==> src/rtl/led_pattern_blinker.sv <==
// Multi-channel programmable LED blink engine driven by a shared TICK_HZ time base.
// Build option LED_BLINKER_FAST_TICK_EN removes the prescaler and ticks on every CLK cycle.
module led_pattern_blinker #(
   parameter int CLK_HZ   = 16000000,
   parameter int TICK_HZ  = 1000,
   parameter int CHANNELS = 4,
   parameter int PERIOD_W = 16,
   parameter int COUNT_W  = 8,
   localparam int CH_W    = (CHANNELS > 1) ? $clog2(CHANNELS) : 1
) (
   input  logic                CLK,
   input  logic                RST_N,
   input  logic                CFG_WE,
   input  logic [CH_W-1:0]     CFG_CH,
   input  logic [1:0]          CFG_MODE,
   input  logic [PERIOD_W-1:0] CFG_PERIOD,
   input  logic [PERIOD_W-1:0] CFG_ON,
   input  logic [COUNT_W-1:0]  CFG_COUNT,
   output logic [CHANNELS-1:0] LED,
   output logic [CHANNELS-1:0] BUSY,
   output logic                TICK
);

   localparam int DIV = CLK_HZ / TICK_HZ;

   typedef enum logic [1:0] {
      MODE_OFF   = 2'd0,
      MODE_ON    = 2'd1,
      MODE_BLINK = 2'd2,
      MODE_BURST = 2'd3
   } mode_e;

   if (DIV < 2) begin : g_bad_div
      $error("led_pattern_blinker: CLK_HZ/TICK_HZ must be at least 2");
   end
   if ((CHANNELS < 1) || (CHANNELS > 16)) begin : g_bad_channels
      $error("led_pattern_blinker: CHANNELS must be in 1..16");
   end

   function automatic logic [PERIOD_W-1:0] eff_period_f(input logic [PERIOD_W-1:0] p);
      if (p == {PERIOD_W{1'b0}}) begin
         eff_period_f = PERIOD_W'(1);
      end else begin
         eff_period_f = p;
      end
   endfunction

   function automatic logic led_f(input mode_e m, input logic [PERIOD_W-1:0] ph,
                                  input logic [PERIOD_W-1:0] on_t, input logic [COUNT_W-1:0] rem);
      case (m)
         MODE_ON:    led_f = 1'b1;
         MODE_BLINK: led_f = (ph < on_t);
         MODE_BURST: led_f = (ph < on_t) && (rem != {COUNT_W{1'b0}});
         default:    led_f = 1'b0;
      endcase
   endfunction

   function automatic logic busy_f(input mode_e m, input logic [COUNT_W-1:0] rem);
      case (m)
         MODE_BLINK: busy_f = 1'b1;
         MODE_BURST: busy_f = (rem != {COUNT_W{1'b0}});
         default:    busy_f = 1'b0;
      endcase
   endfunction

   logic tick_r;

`ifdef LED_BLINKER_FAST_TICK_EN
   // time base: every cycle is a tick once out of reset
   always_ff @(posedge CLK or negedge RST_N) begin
      if (!RST_N) begin
         tick_r <= 1'b0;
      end else begin
         tick_r <= 1'b1;
      end
   end
`else
   localparam int DIV_W = (DIV > 2) ? $clog2(DIV) : 1;

   logic [DIV_W-1:0] presc_r;

   // prescaler 0..DIV-1; tick_r is raised for the cycle in which the count sits at DIV-1
   always_ff @(posedge CLK or negedge RST_N) begin
      if (!RST_N) begin
         presc_r <= {DIV_W{1'b0}};
         tick_r  <= 1'b0;
      end else begin
         if (presc_r == DIV_W'(DIV - 1)) begin
            presc_r <= {DIV_W{1'b0}};
         end else begin
            presc_r <= presc_r + DIV_W'(1);
         end
         tick_r <= (presc_r == DIV_W'(DIV - 2));
      end
   end
`endif

   assign TICK = tick_r;

   for (genvar g = 0; g < CHANNELS; g++) begin : g_ch
      mode_e               mode_r, mode_s;
      logic [PERIOD_W-1:0] period_r, period_s;
      logic [PERIOD_W-1:0] on_r, on_s;
      logic [PERIOD_W-1:0] phase_r, phase_s;
      logic [PERIOD_W-1:0] per_eff_s;
      logic [COUNT_W-1:0]  rem_r, rem_s;
      logic                sel_s;
      logic                wrap_s;
      logic                led_r;
      logic                busy_r;

      assign sel_s = CFG_WE && (CFG_CH == CH_W'(g));

      // next channel state; a write to this channel overrides a coincident tick
      always_comb begin
         mode_s    = mode_r;
         period_s  = period_r;
         on_s      = on_r;
         phase_s   = phase_r;
         rem_s     = rem_r;
         per_eff_s = eff_period_f(period_r);
         wrap_s    = (phase_r == (per_eff_s - PERIOD_W'(1)));
         if (sel_s) begin
            period_s = CFG_PERIOD;
            on_s     = CFG_ON;
            phase_s  = {PERIOD_W{1'b0}};
            rem_s    = CFG_COUNT;
            if ((mode_e'(CFG_MODE) == MODE_BURST) && (CFG_COUNT == {COUNT_W{1'b0}})) begin
               mode_s = MODE_OFF;
            end else begin
               mode_s = mode_e'(CFG_MODE);
            end
         end else if (tick_r) begin
            case (mode_r)
               MODE_BLINK: begin
                  if (wrap_s) begin
                     phase_s = {PERIOD_W{1'b0}};
                  end else begin
                     phase_s = phase_r + PERIOD_W'(1);
                  end
               end
               MODE_BURST: begin
                  if (wrap_s) begin
                     phase_s = {PERIOD_W{1'b0}};
                     // the last period retires the channel on the same edge
                     if (rem_r <= COUNT_W'(1)) begin
                        rem_s  = {COUNT_W{1'b0}};
                        mode_s = MODE_OFF;
                     end else begin
                        rem_s = rem_r - COUNT_W'(1);
                     end
                  end else begin
                     phase_s = phase_r + PERIOD_W'(1);
                  end
               end
               default: phase_s = {PERIOD_W{1'b0}};
            endcase
         end else begin
            phase_s = phase_r;
         end
      end

      // channel FSM registers; LED/BUSY are decoded from the next state so they track the registers
      always_ff @(posedge CLK or negedge RST_N) begin
         if (!RST_N) begin
            mode_r   <= MODE_OFF;
            period_r <= {PERIOD_W{1'b0}};
            on_r     <= {PERIOD_W{1'b0}};
            phase_r  <= {PERIOD_W{1'b0}};
            rem_r    <= {COUNT_W{1'b0}};
            led_r    <= 1'b0;
            busy_r   <= 1'b0;
         end else begin
            mode_r   <= mode_s;
            period_r <= period_s;
            on_r     <= on_s;
            phase_r  <= phase_s;
            rem_r    <= rem_s;
            led_r    <= led_f(mode_s, phase_s, on_s, rem_s);
            busy_r   <= busy_f(mode_s, rem_s);
         end
      end

      assign LED[g]  = led_r;
      assign BUSY[g] = busy_r;
   end

endmodule

==> config.mk <==
export PLATFORM = sky130hd
export DESIGN_NAME = led_pattern_blinker
export DESIGN_NICKNAME = d
export VERILOG_FILES = /design/src/rtl/led_pattern_blinker.sv
export SDC_FILE = /design/constraint.sdc
export NUM_CORES = 1
export LEC_CHECK = 0
export ABC_AREA = 0
export CAP_MARGIN = 20
export CORE_MARGIN = 2
export CORE_UTILIZATION = 40
export CTS_BUF_LIST = sky130_fd_sc_hd__clkbuf_8 sky130_fd_sc_hd__clkbuf_16
export CTS_CLUSTER_DIAMETER = 150
export DETAILED_ROUTE_END_ITERATION = 10
export GPL_TIMING_DRIVEN = 0
export PLACE_DENSITY = 0.54
export SYNTH_ARGS = -nofsm -noshare
export SYNTH_HDL_FRONTEND = slang
export SYNTH_SLANG_ARGS = --single-unit
==> constraint.sdc <==
create_clock -name CLK -period 4.8 [get_ports CLK]
set_input_delay 1.44 -clock CLK [delete_from_list [all_inputs] [get_ports CLK]]
set_output_delay 1.44 -clock CLK [all_outputs]
set_load 0.02 [all_outputs]
==> results.txt, run 1 <==
The post-route non-filler standard cell count came out at 2435. TritonCTS built the clock tree. The total length of routed wires is 48200 um.

After synthesis, flip-flops and latches occupy 41.4% of the total area. The number of endpoints failing setup at the final stage came out at 4. Setup repair after global routing could not meet its margin everywhere. The share of the synthesized area in compound gates (AO/OA/AOI/OAI) is 9.83%. The clock net sink count is 255. The yosys synthesis warning count is 0. The antenna violation net count after detailed routing came out at 0.

The fraction of registers with async set or reset after synthesis came out at 100%. The total power draw came out at 6770 uW. Summed over all nets, the switching power comes to 2090 uW. The HPWL reported at the end of detailed placement is 34100 um.

The global-route usage over all layers is 23.6%. Net switching is 30.9% of the power. The number of max-slew violations in the final report came out at 0. The cell internal power dissipation is 4680 uW. The routed wirelength normalized by instance count came out at 19.8 um.

The floorplan step set the die width to 200 um. The area of the die came out at 0.0401 sq mm. The run finished, with violations left. Ranked by total cell area, the synthesized netlist is headed by dfrtp_1, nand2_1, ha_1. Per report_power, the sequential group accounts for 39.1% of the total. The number of cell instances on the worst register-to-register path came out at 25. The top cell type's share of synthesized area is 41.4%. The slew at the pin with the worst max-slew slack came out at 1.04 ns. Dividing total power by cell area gives a power density of 350 mW/mm^2. The critical path is of the flip-flop to flip-flop type.

For the worst-skew pair, the clock arrives at the later sink with an insertion delay of 0.58 ns. Synthesis produced a netlist with a net count of 1850. The least setup slack across all paths after layout is -0.428 ns. The top fanout value on the critical path is 6. Counting instances, the worst hold path has a depth of 1. STA puts the critical path data arrival time at 5.74 ns. STA classifies the critical path startpoint as a flip-flop. OpenSTA, run right after detailed placement, puts the worst setup slack at -1.66 ns. The count of pins on the block boundary came out at 56. The flip-flop cell with the highest count after synthesis is dfrtp_1.

The worst setup path is captured at a flip-flop. The starting utilization of the core area came out at 40.7%. Counting flops with a built-in enable in the synthesized netlist gives 0. After Yosys synthesis, and, or, nand and nor cells account for 25.1% of the synthesized area.

The number of antenna violations at the first check in global routing came out at 0. The number of search-and-repair iterations in the first detailed-routing pass is 5. The count of filler cells inserted in the layout is 3564. The H-tree depth reported by CTS came out at 1. The number of DRC violations after detailed routing came out at 0. The count of distinct cell types in the synthesized netlist came out at 87.

The leading area contributor after synthesis is dfrtp_1. The tree is rooted in a clkbuf_16. The mean area per synthesized cell is 8.94 sq um. Entering global routing, the biggest net connects 116 pins.

The flip-flop and latch count after synthesis came out at 255. The fraction of the cycle the final worst path needs came out at 109%. Headroom to the max-slew limit came out at 30.1%. The synthesized cell area is 0.0154 sq mm. The quantity of I/O buffers inserted on ports came out at 53. By area, the combinational part of the netlist is dominated by simple AND/OR/NAND/NOR gates. The number of hold violations in the final report came out at 0.

Of the total power, combinational logic draws 22.7%. The final reports fail on setup timing. The share of total power in the clock network is 38.1%. The total number of nets in the final design came out at 2024.

In the synthesized netlist, mux cells make up 5.10% of the area. The maximum clock rate came out at 0.191 GHz. For this block, the initial DRC count from the detailed router was 753. The path class of the tightest hold or removal check is flip-flop to flip-flop. Setup total negative slack on the finished layout was measured at -0.948 ns. The smallest clock period supported by the final layout is computed as 5.23 ns. The synthesized instance count came out at 1725. The floorplan row count is 71. The number of clock buffers inserted by TritonCTS is 31. The via count of the first global-routing pass came out at 12.9k. The first global-routing pass estimated 74500 um of wire. The number of cells in the design after placement is 2291. Routability-driven placement finished with a final weighted congestion of 0.902.

Global routing finished with a remaining overflow of 0. The region available for standard cell placement spans 0.0378 sq mm. Of the cells placed in the final design, the portion with a size suffix greater than 1 is 18.2%. The number of antenna cells inserted is 0.

The via density per instance came out at 5.45. Data on the critical path is required at its endpoint by 5.31 ns. The count of hold-fix buffers inserted at cts came out at 0. The count of maximum capacitance violations is 0. The maximum vdd drop came out at 268 uV. The clock-pin slew on the worst setup and hold paths came out at 0.06 ns. The synthesized netlist devotes 7.90% of its cell area to XOR and XNOR gates. The worst clock skew is 0.0107 ns. The arithmetic-cell share of the synthesized area counting full adders, half adders and majority gates is 6.33%. Summed over all cells, the static leakage comes to 0.00879 uW.

The number of vias after detailed routing came out at 13.3k. Relative to the synthesized area, the layout overhead comes to 25.5%. The number of buffers between clock root and the deepest sink came out at 3. The y dimension of the die came out at 200 um.
worst max-delay path, stage by stage, from the launching register on:
cell and delay (ns):
dfrtp_2 0.43, or4_4 0.58, nor4_4 0.29, a21oi_1 0.11, ha_1 0.23, nor3b_1 0.18, or3_1 0.39, o21a_1 0.14
a211oi_4 0.28, nand3_4 0.20, nand2_2 0.11, nand2_2 0.11, nand2_4 0.17, buf_12 0.12, nor2_1 0.05, ha_1 0.30
a21oi_2 0.13, nor2b_1 0.05, o21ai_0 0.14, nand2b_1 0.07, a21oi_1 0.14, nor2b_1 0.06, o21ai_1 0.11, nand2b_1 0.11
a221oi_4 0.42, a22o_1 0.22
layer usage:
layer / track usage [%] / vias up / wire [um] / share of wire, %
li1: - / 6364 / - / -
met3: 2.67 / 65 / 1850 / 3.8
met4: 7.22 / 0 / 1280 / 2.6
met2: 37.9 / 254 / 22300 / 46
met5: 0 / - / 0 / 0
met1: 33.5 / 6584 / 22700 / 47
cell families (layout without fill, tap and decap cells):
| group | count (synthesis) | count (layout) |
|---|---|---|
| multiplexers | 78 | 78 |
| AO/OA/AOI/OAI | 226 | 226 |
| AND/OR/NAND/NOR | 788 | 788 |
| flip-flops | 255 | 255 |
| XOR/XNOR | 139 | 139 |
| buffers and inverters | 161 | 360 |
| adder cells (fa/ha/maj) | 78 | 78 |
area by class of cell:
class / instances / area (sq um) / share of cell area [%]
plain buffers: 58 / 330 / 1.71
clock buffers: 36 / 845 / 4.37
clock inverters: 22 / 284 / 1.47
inverters: 97 / 364 / 1.88
multi-input cells: 1309 / 9130 / 47.2
flip-flops and latches: 255 / 6420 / 33.2
well taps: 511 / 639 / 3.30
repair buffers: 147 / 1330 / 6.89
power groups by stage:
stage	logic, uW	registers (uW)	clock network, uW
5_1_grt	1700	2680	2730
3_3_place_gp	1220	2680	0
2_1_floorplan	877	2600	0
6_report	1540	2650	2580
3_5_place_dp	1250	2680	0
4_1_cts	1410	2650	2650
cells in the mapped netlist (all sizes together) (11+ instances only):
library cell,number
and3,17
nor3,44
nand3,50
mux2i,76
nand2,286
nand4,44
xnor2,71
nor4,25
a21o,12
inv,97
a211oi,13
clkbuf,45
buf,19
a21oi,39
nand2b,13
nor2,183
or3,29
ha,78
dfrtp,255
nor2b,15
o211ai,11
or4,21
o21ai,57
nor3b,14
o31ai,11
xor2,68
a31oi,23
final timing paths:
| check | slack, ns | endpoint | start |
|---|---|---|---|
| min in group asynchronous | 0.72 | presc_r[6] | RST_N |
| worst min-delay path | 0.47 | presc_r[4] | presc_r[4] |
| worst max-delay path | -0.43 | g_ch[3].led_r | g_ch[3].period_r[12] |
| max in group asynchronous | 3.14 | g_ch[2].period_r[0] | RST_N |
| worst min register to register | 0.47 | presc_r[4] | presc_r[4] |
| worst max register to register | -0.43 | g_ch[3].led_r | g_ch[3].period_r[12] |
registers in the layout (all words and copies together), names as in the netlist:
signal         flops
g_ch.on_r         64
g_ch.period_r     64
g_ch.phase_r      64
g_ch.rem_r        32
presc_r           14
g_ch.mode_r        8
g_ch.busy_r        4
g_ch.led_r         4
TICK               1
through the flow:
| stage | cell area, sq um | hold slack (ns) | utilization [%] |
|---|---|---|---|
| after CTS | 18600 | 0.472 | 49.2 |
| after global routing | 19300 | 0.498 | 51.1 |
| final | 19300 | 0.465 | 51.1 |
| after detailed placement | 16700 | 0.461 | 44.1 |
| after global placement | 16600 | 0.455 | 44.0 |
| after floorplan | 15500 | 0.434 | - |
repair_timing:
| action | 4_1_cts | 5_1_grt |
|---|---|---|
| pin swaps | 39 | 80 |
| hold endpoints to repair | 0 | 0 |
| setup endpoints to repair | 8 | 8 |
| setup buffers | 42 | 49 |
| gates resized for setup | 122 | 88 |
placed cells by master, fill, tap and decap left out, types with 8 or more instances in the layout:
master / n
nand2_1: 280
dfrtp_1: 227
nor2_1: 160
inv_1: 98
buf_4: 90
mux2i_1: 75
xnor2_1: 71
xor2_1: 67
ha_1: 65
clkdlybuf4s50_1: 52
o21ai_0: 45
nand3_1: 45
nand4_1: 43
nor3_1: 39
clkbuf_16: 31
a21oi_1: 30
clkbuf_1: 29
dfrtp_2: 28
a31oi_1: 21
or3_1: 19
and3_1: 15
nor4_1: 14
nor2b_1: 14
nor3b_1: 13
nor2_4: 13
nand2b_1: 12
buf_6: 11
a211oi_1: 11
or4_1: 11
a21o_1: 11
o211ai_1: 10
o21a_1: 10
nor4_4: 10
nor2_2: 10
ha_4: 10
or4_4: 9
o31ai_1: 9
o21ai_1: 8
Note: power is estimated with default switching activity, not from simulation.
==> run 2, diff against run 1 <==
--- a/config.mk
+++ b/config.mk
@@ -14,6 +14,7 @@
 export DETAILED_ROUTE_END_ITERATION = 10
 export GPL_TIMING_DRIVEN = 0
 export PLACE_DENSITY = 0.54
+export SKIP_LAST_GASP = 1
 export SYNTH_ARGS = -nofsm -noshare
 export SYNTH_HDL_FRONTEND = slang
 export SYNTH_SLANG_ARGS = --single-unit
==> run 2 against run 1 <==
Against the previous run:
- the run still ends with setup timing left
- global-route usage about the same
- non-clock buffer count down 1
- count of clock-buffer cells in the layout did not move
- sequential share of layout area about the same
- utilization about the same
- first-iteration DRC count up 3.3%
- via count is essentially flat
- final cell count hardly changed
- die area stayed put
- critical path type unchanged
- largest power group unchanged
- highest routed layer unchanged
==> results.txt, run 2 (synthesis gave the netlist of run 1 again) <==
The leftover overflow at the end of global routing is 0. The floorplan row count is 71. The core outline area came out at 0.0378 sq mm. The largest incremental delay on the critical path came out at 0.58 ns. The area added between synthesis and finish came out at 25.4%. Leaving out fill and tap cells, the most frequent cells in the layout are nand2_1, dfrtp_1, nor2_1, inv_1, buf_4. After legalization and detailed placement, the total HPWL measured 34100 um. The clock net sink count came out at 255. Clock-pin slew was measured on the worst setup and hold paths at 0.06 ns. The H-tree depth reported by CTS is 1. The number of DRC violations after detailed routing is 0. The number of cells in the design after placement came out at 2291. The capturing point of the worst reg2reg path is g_ch[3].led_r.

The maximum vdd drop is 268 uV. From left edge to right edge, the die measures 200 um. Along the worst hold path, the cell count comes to 1.

TritonCTS built the clock tree. The critical path is of the flip-flop to flip-flop type. The final reports fail on setup timing. The worst setup path is launched from a flip-flop. The number of vias after detailed routing came out at 13.3k. In the final routed layout, each cell accounts on average for 19.8 um. Setup slack on the critical path of the routed design comes to -0.440 ns. The critical path data arrival time is 5.75 ns. The largest registers in the layout are g_ch.on_r: 64 flops, g_ch.period_r: 64 flops, g_ch.phase_r: 64 flops. The number of design-rule violations left by the first detailed-router iteration came out at 778. The register-to-register setup slack is -0.44 ns. The number of endpoints failing setup at the final stage is 4. The total power draw came out at 6770 uW. The via count of the first global-routing pass is 12.9k.

The maximum clock rate is 0.191 GHz. The repair_antennas step left the layout with diodes totalling 0. The count of pins on the block boundary is 56. The later pin in the worst-skew pair is clocked with a latency of 0.59 ns. Excluding fillers, the count of instances in the completed layout stands at 2434. The first-pass GRT wire length came out at 74400 um. The number of antenna violations at the first check in global routing came out at 0. STA classifies the critical path endpoint as a flip-flop. The global-route usage over all layers came out at 23.6%.

The setup TNS after final layout came out at -0.941 ns. The global placement routability congestion came out at 0.902. The slew at the pin with the worst max-slew slack is 1.05 ns. The library cell used most frequently in the layout, excluding fill and tap cells, is nand2_1. Across the run, the number of max-cap violations was 0. At the worst endpoint, the required time is 5.31 ns. The cell with the largest stage delay on the worst path is or4_4. Entering global routing, the biggest net connects 116 pins. The share of layout cells above drive strength 1 is 18.1%.

The power density of the placed cells is 350 mW/mm^2. The quantity of I/O buffers inserted on ports came out at 53. The number of hold violations in the final report is 0. The via density per instance is 5.45.

The count of hold-fix buffers inserted at cts came out at 0. For this run, the share of the core covered by cells in the final layout is 51.1%. The top fanout value on the critical path came out at 6. The startpoint identified for the worst register-to-register timing path is g_ch[3].period_r[12].

For hold timing, the worst endpoint is presc_r[4]. The routed design could run at a clock period as short as 5.24 ns. The logic depth of the worst setup path including buffers is 25. The number of clock buffers inserted by TritonCTS is 31. The run finished, with violations left. Of the available clock period, the critical path in the final layout requires 109%. The total number of nets in the final design is 2023. The reported leakage power came out at 0.00879 uW. Setup repair after global routing could not meet its margin everywhere. Measured along the y axis, the die boundary spans 200 um. The number of buffers between clock root and the deepest sink came out at 3.

The startpoint identified for the worst hold timing path is presc_r[4]. The number of buffers and inverters on the critical path is 1. The number of max-slew violations in the final report is 0. The max-slew headroom at the worst pin came out at 29.2%. CTS placed an instance of clkbuf_16 at the clock tree root. The number of search-and-repair iterations in the first detailed-routing pass came out at 5. The worst clock skew came out at 0.0103 ns. The floorplan step defined a die boundary enclosing 0.0401 sq mm. The starting utilization of the core area is 40.7%. The worst hold path belongs to the class flip-flop to flip-flop.

The total length of routed wires came out at 48200 um. Grouping stages by cell kind, the critical path spends the most delay in simple AND/OR/NAND/NOR gates. The antenna violation net count after detailed routing came out at 0. For the worst flop-to-flop path, the logic depth is 25.
-- run 2: cell count changes in the layout (fill, tap and decap cells not counted) --
| cell | change |
|---|---|
| buf_4 | -1 |
| a311oi_2 | -1 |
| a311oi_1 | +1 |
-- run 2: final cells by class --
cell class	count	area [sq um]
Multi-Input combinational cell	1309	9130
Clock buffer	36	845
Fill cell	3565	18500
Timing Repair Buffer	146	1330
Clock inverter	22	284
Buffer	58	330
Sequential cell	255	6420
Tap cell	511	639
Inverter	97	364
-- run 2: routing by layer --
metal  wire length [um]  share of wire [%]  track usage (%)
met1              22400                 47             33.4
met2              22300                 46             37.9
met3               2120                4.4             2.67
met4               1300                2.7             7.22
met5                  0                  0                0
-- run 2: report_power, final --
group	internal [uW]	total (uW)	switching, uW	leakage [uW]
Sequential	2410	2650	239	0.00315
Clock	1580	2580	1000	0.000553
Combinational	688	1530	847	0.00508
-- run 2: worst max-delay path by stage --
| stage | startpoint | to | slack (ns) |
|---|---|---|---|
| 2_1_floorplan | g_ch[0].period_r[10] | g_ch[0].led_r | -0.0003 |
| 3_3_place_gp | RST_N | g_ch[0].on_r[14] | -9.28 |
| 4_1_cts | g_ch[3].period_r[9] | g_ch[3].led_r | -0.66 |
| 3_5_place_dp | CFG_WE | g_ch[0].led_r | -1.66 |
| 5_1_grt | g_ch[3].period_r[12] | g_ch[3].led_r | -0.65 |
| 6_report | g_ch[3].period_r[12] | g_ch[3].led_r | -0.44 |
-- run 2: timing repair --
| item | CTS | global route |
|---|---|---|
| resized for setup | 118 | 93 |
| pin swaps | 39 | 77 |
| gates cloned | 0 | 0 |
| setup endpoints to repair | 8 | 8 |
| buffers inserted | 42 | 48 |
| endpoints found under the hold margin | 0 | 0 |
-- run 2: through the flow --
step           setup slack, ns  hold WS, ns  area [sq um]
6_report                -0.440        0.465         19300
5_1_grt                 -0.650        0.498         19300
4_1_cts                 -0.658        0.472         18600
3_5_place_dp             -1.66        0.461         16700
3_3_place_gp             -9.28        0.455         16600
2_1_floorplan        -0.000290        0.434         15500
-- run 2: worst register-to-register path, cell delays in order (launching register included) --
cell      delay, ns
dfrtp_2        0.43
or4_4          0.58
nor4_4         0.29
a21oi_1        0.12
ha_1           0.23
nor3b_1        0.18
or3_1          0.39
o21a_1         0.14
a211oi_4       0.27
nand3_4        0.19
nand2_2        0.12
nand2_2        0.12
nand2_4        0.17
buf_12         0.12
nor2_1         0.05
ha_1           0.30
a21oi_2        0.13
nor2b_1        0.05
o21ai_0        0.14
nand2b_1       0.07
a21oi_1        0.14
nor2b_1        0.06
o21ai_1        0.11
nand2b_1       0.11
a221oi_4       0.42
a22o_1         0.23
